--- src/rtl/ifetch.sv ---
// rtl/ifetch.sv - instruction fetch unit: registered PC, zero-wait memory, small FIFO toward decode
module ifetch #(
  parameter logic [31:0] RESET_PC = 32'h0000_0000,
  parameter int          QDEPTH   = 2
) (
  input  logic        clk,
  input  logic        rstn,
  output logic [31:0] PC,
  input  logic [31:0] Instruction,
  output logic        inst_valid,
  output logic [31:0] inst_out,
  output logic [31:0] inst_pc,
  input  logic        inst_ready,
  input  logic        redirect,
  input  logic [31:0] redirect_target
);

  localparam int CW = $clog2(QDEPTH + 1);
  localparam int PW = (QDEPTH > 2) ? $clog2(QDEPTH) : 1;
  localparam logic [CW-1:0] FULL     = CW'(QDEPTH);
  localparam logic [PW-1:0] LAST_PTR = PW'(QDEPTH - 1);
  localparam logic [31:0]   ALIGN    = 32'hFFFF_FFFC;

  logic [31:0]   q_pc   [QDEPTH];
  logic [31:0]   q_inst [QDEPTH];
  logic [PW-1:0] rd_ptr;
  logic [PW-1:0] wr_ptr;
  logic [CW-1:0] count;
  logic [31:0]   hold_pc;
  logic [31:0]   hold_inst;
  logic          pop;
  logic          push;

  // Pointers wrap at QDEPTH, which need not be a power of two.
  function automatic logic [PW-1:0] ptr_inc(input logic [PW-1:0] p);
    return (p == LAST_PTR) ? '0 : p + PW'(1);
  endfunction

  assign inst_valid = (count != '0);
  assign pop        = inst_valid & inst_ready;
  // A redirect suppresses the fetch of the stale PC; a full queue only accepts if the head leaves.
  assign push       = !redirect && ((count != FULL) || pop);

  // Head view: live entry while occupied, otherwise the last head seen so decode sees stable data.
  always_comb begin
    inst_out = hold_inst;
    inst_pc  = hold_pc;
    if (inst_valid) begin
      inst_out = q_inst[rd_ptr];
      inst_pc  = q_pc[rd_ptr];
    end
  end

  // Queue storage has no reset; occupancy alone decides what is meaningful.
  always_ff @(posedge clk) begin
    if (push) begin
      q_pc[wr_ptr]   <= PC;
      q_inst[wr_ptr] <= Instruction;
    end
  end

  // Control state: PC, pointers, occupancy and the held head copy.
  always_ff @(posedge clk or negedge rstn) begin
    if (!rstn) begin
      PC        <= RESET_PC & ALIGN;
      rd_ptr    <= '0;
      wr_ptr    <= '0;
      count     <= '0;
      hold_pc   <= '0;
      hold_inst <= '0;
    end else begin
      if (inst_valid) begin
        hold_pc   <= q_pc[rd_ptr];
        hold_inst <= q_inst[rd_ptr];
      end
      if (redirect) begin
        PC     <= redirect_target & ALIGN;
        rd_ptr <= '0;
        wr_ptr <= '0;
        count  <= '0;
      end else begin
        if (pop) begin
          rd_ptr <= ptr_inc(rd_ptr);
        end
        if (push) begin
          wr_ptr <= ptr_inc(wr_ptr);
          PC     <= PC + 32'd4;
        end
        if (push && !pop) begin
          count <= count + CW'(1);
        end else if (pop && !push) begin
          count <= count - CW'(1);
        end
      end
    end
  end

endmodule

--- config.mk ---
export PLATFORM = sky130hd
export DESIGN_NAME = ifetch
export DESIGN_NICKNAME = d
export VERILOG_FILES = /design/src/rtl/ifetch.sv
export SDC_FILE = /design/constraint.sdc
export NUM_CORES = 1
export LEC_CHECK = 0
export CORE_MARGIN = 2
export CORE_UTILIZATION = 50
export CTS_CLUSTER_SIZE = 16
export DETAILED_ROUTE_END_ITERATION = 10
export HOLD_SLACK_MARGIN = 0.06
export PLACE_DENSITY = 0.77
export SLEW_MARGIN = 40
export SYNTH_ARGS = -nofsm -noshare
export SYNTH_HDL_FRONTEND = slang
export SYNTH_SLANG_ARGS = --single-unit
--- constraint.sdc ---
create_clock -name clk -period 6.6 [get_ports clk]
set_input_delay 0.99 -clock clk [delete_from_list [all_inputs] [get_ports clk]]
set_output_delay 0.99 -clock clk [all_outputs]
set_load 0.01 [all_outputs]
### Yosys cells after proc, flatten, opt, wreduce, memory -nomap -nowiden

Memory sizes are Yosys's and may differ from the RTL's.
Cells that the tools add are included.

* order comparisons: 0
* bitwise operators: 1
* equality and inequality tests: 1
* reduce and logical (&&, ||, !) cells: 11
* $add $sub $neg: 5
* muxes and demuxes: 15
* divide/modulo/power cells: 0
* shift operators: 0
* multiply operators: 0

Operator list (count)
* 2-to-1 mux 32 bit: 4
* adder 32 x 3 -> 32 bit, second input constant: 1
* 2-to-1 mux 1 bit: 8
* 2-to-1 mux 2 bit: 3
* nonzero test 2 bit: 3
* logical AND 1 bit: 3
* zero test 1 bit: 3
* nonzero test 3 bit: 1
* adder 1 bit, second input constant: 2
* adder 2 x 1 -> 2 bit, second input constant: 1
* != test 2 bit, second input constant: 1
* subtractor 2 x 1 -> 2 bit, second input constant: 1
* AND 1 bit: 1
* logical OR 1 bit: 1

* memories kept: 2
* bits of input ports: 68
* bits in read-only memories: 0
* register bits: 100
* bits in writable memories: 128
* latch bits: 0
* logic and storage cells: 41
* output and inout bits: 97

Memory list
* q_inst: words 2, width 32, read ports 1, clocked after memory_dff 0, wr ports 1, RTL line 25 `logic [31:0] q_inst [QDEPTH];`
* q_pc: words 2, width 32, read ports 1, clocked after memory_dff 0, wr ports 1, RTL line 24 `logic [31:0] q_pc [QDEPTH];`

### Logic depth before layout (Yosys ltp)

Gate-level depths: netlist of run 1.

* word-level depth: 9
* gate-level depth with buffers: 7
* depth with buffers taken out: 5

### Least setup slack after synthesis of run 1

Ideal clock, no wire load.

* path kind: input to register
* from: input redirect
* to: memory q_inst[0][0] (enable)
* library setup time: 0.559 ns
* required time: 6.041 ns
* cell stages on the path: 4
* buffers on the path: 3
* setup slack: 0.229 ns
* data arrival time: 5.812 ns
* cells stage by stage: clkbuf_1 > clkbuf_1 > clkbuf_1 > nor3_1

* longest elaborated chain between the ends: 4

Ends and longest elaborated chain
* from (decl): RTL line 14 `input logic redirect,`
* zero test 1 bit: RTL line 42 `assign push = !redirect && ((count != FULL) || pop);`
* logical AND 1 bit: RTL line 42
* 2-to-1 mux 1 bit: RTL line 56 `if (push) begin`
* 2-to-1 mux 1 bit (not written as such): RTL line 58 `q_inst[wr_ptr] <= Instruction;`
* to (decl): RTL line 25

No other way between the ends.

### Worst setup path in the final report of run 1

* from: register count[0]
* to: output inst_pc[17]

* longest elaborated chain between the ends: 2

Ends and longest elaborated chain
* from (decl): RTL line 28 `logic [CW-1:0] count;`
* from (signal assigned): RTL line 90 `count <= count + CW'(1);`
* from (signal assigned): RTL line 92 `count <= count - CW'(1);`
* nonzero test 2 bit: RTL line 39 `assign inst_valid = (count != '0);`
* 2-to-1 mux 32 bit: RTL line 48 `if (inst_valid) begin`
* to (decl): RTL line 12 `output logic [31:0] inst_pc,`

No other way between the ends.

==> results of run 1 <==
## logic make-up (layout without fill, tap and decap cells)
family                   after synthesis  after routing  share of synthesized area
AO/OA/AOI/OAI                        110            110                    0.07288
XOR/XNOR                              10             10                    0.01016
adder cells (fa/ha/maj)                1              1                   0.001452
buffers and inverters                 44            215                    0.02178
flip-flops                           222            222                     0.7166
multiplexers                          63             63                    0.07317
other                                  1              2                  0.0004351
AND/OR/NAND/NOR                      184            184                     0.1035
## path summary, 6_finish.rpt
path	slack, ns	depth (start not counted)	from	to
max in group asynchronous	5.15	2	rstn	rd_ptr
worst max register to register	4.21	5	PC[2]	PC[30]
worst min-delay path	0.42	1	rstn	hold_inst[7]
worst min register to register	0.49	2	hold_inst[16]	hold_inst[16]
min in group clk	0.49	2	hold_inst[16]	hold_inst[16]
worst max-delay path	2.43	6	count[0]	inst_pc[17]
## registers in the layout, summed over array words and instances (netlist names)
register	count
PC	30
q_pc	60
count	2
q_inst	64
hold_inst	32
wr_ptr	1
hold_pc	32
rd_ptr	1
## final cells by class
class                           instances  area (µm²)  share of cell area
Clock buffer                           32       629.4             0.05644
Clock inverter                          9       45.04            0.004039
Inverter                                6       22.52            0.002020
Multi-Input combinational cell        370        2277              0.2042
Sequential cell                       222        6180              0.5542
Tap cell                              225       281.5             0.02525
Timing Repair Buffer                  168        1715              0.1538
## layer usage
layer	routed length (µm)	vias up
met5	0	-
met3	1335	16
met4	194	0
met1	7770	2822
li1	-	2678
met2	9114	229
## synth_stat cells, types with 6 or more instances
cell / instances
nand4_1: 11
nand2_1: 88
or4_1: 19
mux2i_1: 63
xnor2_1: 6
dfrtp_1: 98
inv_1: 6
o21ai_0: 72
a31oi_1: 16
o31ai_1: 13
edfxtp_1: 124
nand3_1: 18
clkbuf_1: 29
nor2_1: 24
## where the power goes
group          internal (mW)  leakage (nW)  switching (mW)
Sequential              1.67          2.34           0.101
Combinational          0.372          1.41           0.371
Clock                  0.664         0.333           0.494
## through the flow
step	hold WS (ns)	cells	utilization	total power [mW]	setup WS, ns
global route	0.4420	1032	0.6538	3.844	2.193
floorplan	0.5158	636	-	2.108	0.2294
CTS	0.4280	1032	0.6530	3.714	2.482
detailed placement	0.4704	991	0.6135	2.549	3.014
global placement	0.4647	988	0.6093	2.499	2.772
finish	0.4202	1032	0.6538	3.676	2.433
==> metrics.md, run 1 <==
| Metric | Value |
|---|---|
| Final Cell Area | 11,150 µm² |
| Largest net degree at the start of global routing | 81 |
| Longest Clk Path Bufs | 3 |
| Slew headroom | 0.5291 |
| Crit path max-delay family | buffers and inverters |
| Share of layout cells above drive strength 1 | 0.06320 |
| Final setup fails | 0 |
| FF+latch count, synth | 222 |
| Crit path arrival time | 3.18 ns |
| DIE AREA | 18,300 µm² |
| Met1 Usage GRT | 0.2808 |
| Syn Inst Count | 635 |
| Post-synth EDFFs | 124 |
| All-Layer GR Usage | 0.2024 |
| GRT Residual Overflow | 0 |
| TritonCTS clock tree | built |
| Post-route setup TNS | 0 ns |
| Worst vdd ir | 0.0001952 V |
| Average cell area after synthesis | 13.57 µm² |
| Row Count | 48 |
| Fillers | about 1.2k |
| DP Wirelength | approximately 12,000 µm |
| Critical Path RT | between 5 and 6 ns |
| I/O pin count | 165 |
| Clk_lat worst skew | ~0.49 ns |
| ANT nets after route | 0 |
| WL per Instance | about 18 µm |
| Leading cell type in the layout, fill and taps excluded | clkdlybuf4s50_1 |
| Asr flop ratio synth | 0.4414 |
| CTS HTree Levels | 1 |
| # resized after CTS | 0 |
| Sequential fraction of the synthesis area | 0.7166 |
| Max-cap violations | 0 |
| First-pass GRT wire length | between 20,000 and 30,000 µm |
| Max stage delay on crit path | 0.64 ns |
| Hold-fix buffers, CTS | 0 |
| Post-synth top flop | edfxtp_1 |
| Crit. End Element | output port |
| Antenna Cells | 0 |
| Unique masters post-synth | 38 |
| Die X | 135.3 µm |
| Status | finished, final reports clean |
| Final Max Slew Viols | 0 |
| Tmin final | ~4.2 ns |
| Pwr Density | 329.6 nW/µm² |
| Core Box Area | 17,060 µm² |
| Fin crit share | 0.6314 |
| Worst-Margin Slew | 0.7063 ns |
| Root Driver | clkbuf_16 |
| Synth top area share | 0.4321 |
| Initial antenna violation count | 0 |
| Worst-path clk slew | ~0.060 ns |
| Die Span Y | 135.3 µm |
| # nets final | 860 |
| Post-synth top area cell | edfxtp_1 |
| Hold WC Path Type | input port to async pin |
| Critical path buffers and inverters | 3 |
| Initial core utilization | 0.5053 |
| Vias | approximately 5.7k |
| Fin. Hold Viols | 0 |
| Drt pass-1 iters | 4 |
| IO Port Bufs | 160 |
| Final clock skew | roughly 0.014 ns |
| CP Cell Sequence | nor2_4 -> buf_16 -> buf_4 -> nand2_1 -> o21ai_0 -> clkdlybuf4s50_1 |
| Critical Path Start Type | flip-flop |
| RSZ-0062 raised after global routing | false |
| Drt drc | 0 |
| Worst setup path class | flip-flop to output port |
| Netlist Area Pre-Place | 8618 µm² |
| Post-CTS Setup Inserts | 0 |
| Leakage | approximately 4.1 nW |
| Leading cell types in the layout, fill and taps excluded | clkdlybuf4s50_1 (159), edfxtp_1 (124), dfrtp_1 (97), nand2_1 (88), o21ai_0 (72) |
| Top cells by area, synth | edfxtp_1 (43%), dfrtp_1 (28%), mux2i_1 (7.3%) |
| Num CTS Buffers | 23 |
| Number of global-route vias before repair | 5,732 |
| M2 GR Usage | 0.3409 |
| Gr busiest metal | met2 |
| Placed Area | 10,460 µm² |
| RD Place Congestion | 0.8714 |
| Fmax | ~0.24 GHz |
| Largest fanout on the critical path | 80 |
| Yosys warns | 0 |
| Detailed Route WL | 18,410 µm |
| Met3 Usage GRT | 0.03629 |
| Iteration-0 DRC Markers | 416 |
| Area growth from synthesis to layout | 29.38% |
| Routed vias/inst | 5.567 |
| # clock sinks | approximately 220 |
| Slowest-stage cell, CP | clkdlybuf4s50_1 |
No activity file was read; power rests on OpenSTA's default activity.
==> run 2, diff against run 1 <==
==> constraint.sdc (replaced) <==
create_clock -name clk -period 4.35 [get_ports clk]
set_input_delay 0.6525 -clock clk [delete_from_list [all_inputs] [get_ports clk]]
set_output_delay 0.6525 -clock clk [all_outputs]
set_load 0.01 [all_outputs]
==> run 2 against run 1 <==
Cell area grew 0.98%. Clock-buffer cell count is 1 higher. Flip-flop and latch count is the same. Combinational power increased by 51%. Setup slack worse by 1.5 ns. Largest power group unchanged.
==> metrics.md, run 2 (synthesized netlist as in run 1, its figures left out) <==
| Metric | Value |
|---|---|
| Status | finished, final reports clean |
| Die X | 135.3 µm (unchanged) |
| DP Wirelength | 11,830 µm (+1.3%) |
| Final setup fails | 0 (unchanged) |
| Initial antenna violation count | 0 (unchanged) |
| Iteration-0 DRC Markers | 418 (+0.48%) |
| Root Driver | clkbuf_16 |
| Worst setup path class | flip-flop to output port |
| Share of power burned in registers | 0.463 (-0.020) |
| Clk_lat worst skew | 0.50 ns (about the same) |
| First-pass GRT wire length | 29,440 µm (-0.28%) |
| Tmin final | 3.462 ns |
| Initial core utilization | 0.5053 (unchanged) |
| Slew headroom | 0.5529 (+0.02372) |
| # clock sinks | 222 (unchanged) |
| Pwr Density | 516.2 nW/µm² (+57%) |
| Fin. Hold Viols | 0 (unchanged) |
| Num CTS Buffers | 23 (unchanged) |
| Worst slack, placed | 1.388 ns (-1.626 ns) |
| Share of layout cells above drive strength 1 | 0.06675 (+0.003552) |
| IO Port Bufs | 160 (unchanged) |
| RR Endpoint | PC[28] |
| GRT Residual Overflow | 0 (unchanged) |
| Leakage | 4.140 nW (+1.4%) |
| Number of global-route vias before repair | 5,718 (-0.24%) |
| Die Span Y | 135.3 µm (unchanged) |
| Vias | 5,750 (+0.087%) |
| Row Count | 48 (unchanged) |
| CTS HTree Levels | 1 (unchanged) |
| Reg2reg start | PC[3] |
| Pint | 4.333 mW (+60%) |
| Crit path to | inst_out[14] |
| Psw | 1.479 mW (+53%) |
| Non-Filler Instances | 1,034 (+0.19%) |
| Final WS setup | 0.8879 ns (-1.545 ns) |
| Post-route setup TNS | 0 ns (unchanged) |
| Placed cell count | 992 (+0.10%) |
| Drt pass-1 iters | 5 (+1) |
| Max-cap violations | 0 (unchanged) |
| Reg with most FFs | q_inst |
| Hold WC Path Type | input port to async pin |
| Routed vias/inst | 5.561 (-0.11%) |
| Final Max Slew Viols | 0 (unchanged) |
| Comb pwr share | 0.193 (-0.009) |
| # nets final | 861 (+0.12%) |
| R2r setup slk | 1.96 ns (-2.25 ns) |
| WL per Instance | 17.96 µm (+0.63%) |
| Worst vdd ir | 0.0002967 V (+52%) |
| TritonCTS clock tree | built |
| Largest net degree at the start of global routing | 73 (-9.9%) |
| I/O pin count | 165 (unchanged) |
| CP startpoint | rd_ptr |
| Clk network pwr share | 0.344 (+0.029) |
| Crit. End Element | output port |
| Critical Path RT | 3.70 ns (-1.91 ns) |
| Core Box Area | 17,060 µm² (unchanged) |
| RD Place Congestion | 0.8632 (-0.94%) |
| WHS | 0.1414 ns (-0.2788 ns) |
| Largest fanout on the critical path | 28 (-65%) |
| Longest Clk Path Bufs | 3 (unchanged) |
| Fin crit share | 0.7959 |
| Post-CTS Setup Inserts | 0 (unchanged) |
| All-Layer GR Usage | 0.2020 (-0.0004592) |
| Worst-path clk slew | 0.06 ns (about the same) |
| Final clock skew | 0.01200 ns (-0.002228 ns) |
| RSZ-0062 raised after global routing | false |
| Sw frac | 0.2545 (-0.008420) |
| Critical Path Start Type | flip-flop |
| Drt drc | 0 (unchanged) |
| Fmax | just under 0.3 GHz |
| Area growth from synthesis to layout | 30.65% |
| Hold-fix buffers, CTS | 0 (unchanged) |
| R2R depth | 5 (unchanged) |
| Top Registers | q_inst: 64 flops, q_pc: 60 flops |
| # resized after CTS | 0 (unchanged) |
| Detailed Route WL | 18,570 µm (+0.83%) |
| Leading cell type in the layout, fill and taps excluded | clkdlybuf4s50_1 |
| Worst-Margin Slew | 0.6707 ns (-0.03558 ns) |
| Antenna Cells | 0 (unchanged) |
| Largest register FFs | 64 (unchanged) |
| Leading cell types in the layout, fill and taps excluded | clkdlybuf4s50_1 (159), edfxtp_1 (124), dfrtp_1 (97), nand2_1 (88), o21ai_0 (72) |
| ANT nets after route | 0 (unchanged) |
| Crit path arrival time | 2.81 ns (-0.37 ns) |
| DIE AREA | 18,300 µm² (unchanged) |
-- run 2: changes by cell type in the layout (fill, tap and decap cells not counted), moves of 2 or more --
| cell | delta |
|---|---|
| buf_6 | -2 |
| bufinv_16 | +3 |
| clkbuf_1 | -2 |
| clkbuf_8 | +3 |
| clkinv_2 | -3 |
| buf_4 | +3 |
-- run 2: routing by layer --
metal | GRT usage | vias to the layer above | share of wire
met5 | 0 | - | 0
met4 | 0.05613 | 0 | 0.025
met3 | 0.03217 | 41 | 0.070
met2 | 0.3415 | 241 | 0.49
met1 | 0.2747 | 2795 | 0.41
li1 | - | 2673 | -
-- run 2: critical path, stage by stage, from the launching register on --
cell and delay (ns):
dfrtp_4 0.75, buf_12 0.31, buf_4 0.26, mux2i_1 0.11
o21ai_0 0.27, clkdlybuf4s50_1 0.60
-- run 2: final cells by class --
cell class	instances	area, µm²
Tap cell	225	281.5
Inverter	6	22.52
Fill cell	1210	5797
Clock inverter	9	121.4
Clock buffer	33	663.1
Multi-Input combinational cell	370	2283
Timing Repair Buffer	169	1708
Sequential cell	222	6180
-- run 2: power by group through the flow --
stage | logic (mW) | clock network [mW] | registers [mW]
4_1_cts | 1.13 | 2.04 | 2.70
3_3_place_gp | 1.07 | 0 | 2.73
6_report | 1.12 | 2.00 | 2.69
5_1_grt | 1.22 | 2.13 | 2.73
2_1_floorplan | 0.509 | 0 | 2.69
3_5_place_dp | 1.13 | 0 | 2.73
-- run 2: how the worst min path moves through the flow --
stage                from           end  slack, ns  cells after the start
3_5_place_dp   hold_pc[1]    hold_pc[1]       0.47                      1
4_1_cts              rstn  hold_inst[9]       0.17                      1
2_1_floorplan        rstn        PC[10]       0.36                      0
5_1_grt              rstn  hold_inst[2]       0.19                      1
3_3_place_gp   hold_pc[1]    hold_pc[1]       0.47                      1
6_report             rstn  hold_inst[8]       0.14                      1
-- run 2: stage by stage --
stage                 util  area (µm²)  total power, mW
finish              0.6601       11260            5.812
global route        0.6601       11260            6.069
CTS                 0.6598       11250            5.867
detailed placement  0.6139       10470            3.860
global placement    0.6125       10450            3.799
floorplan                -        8627            3.195
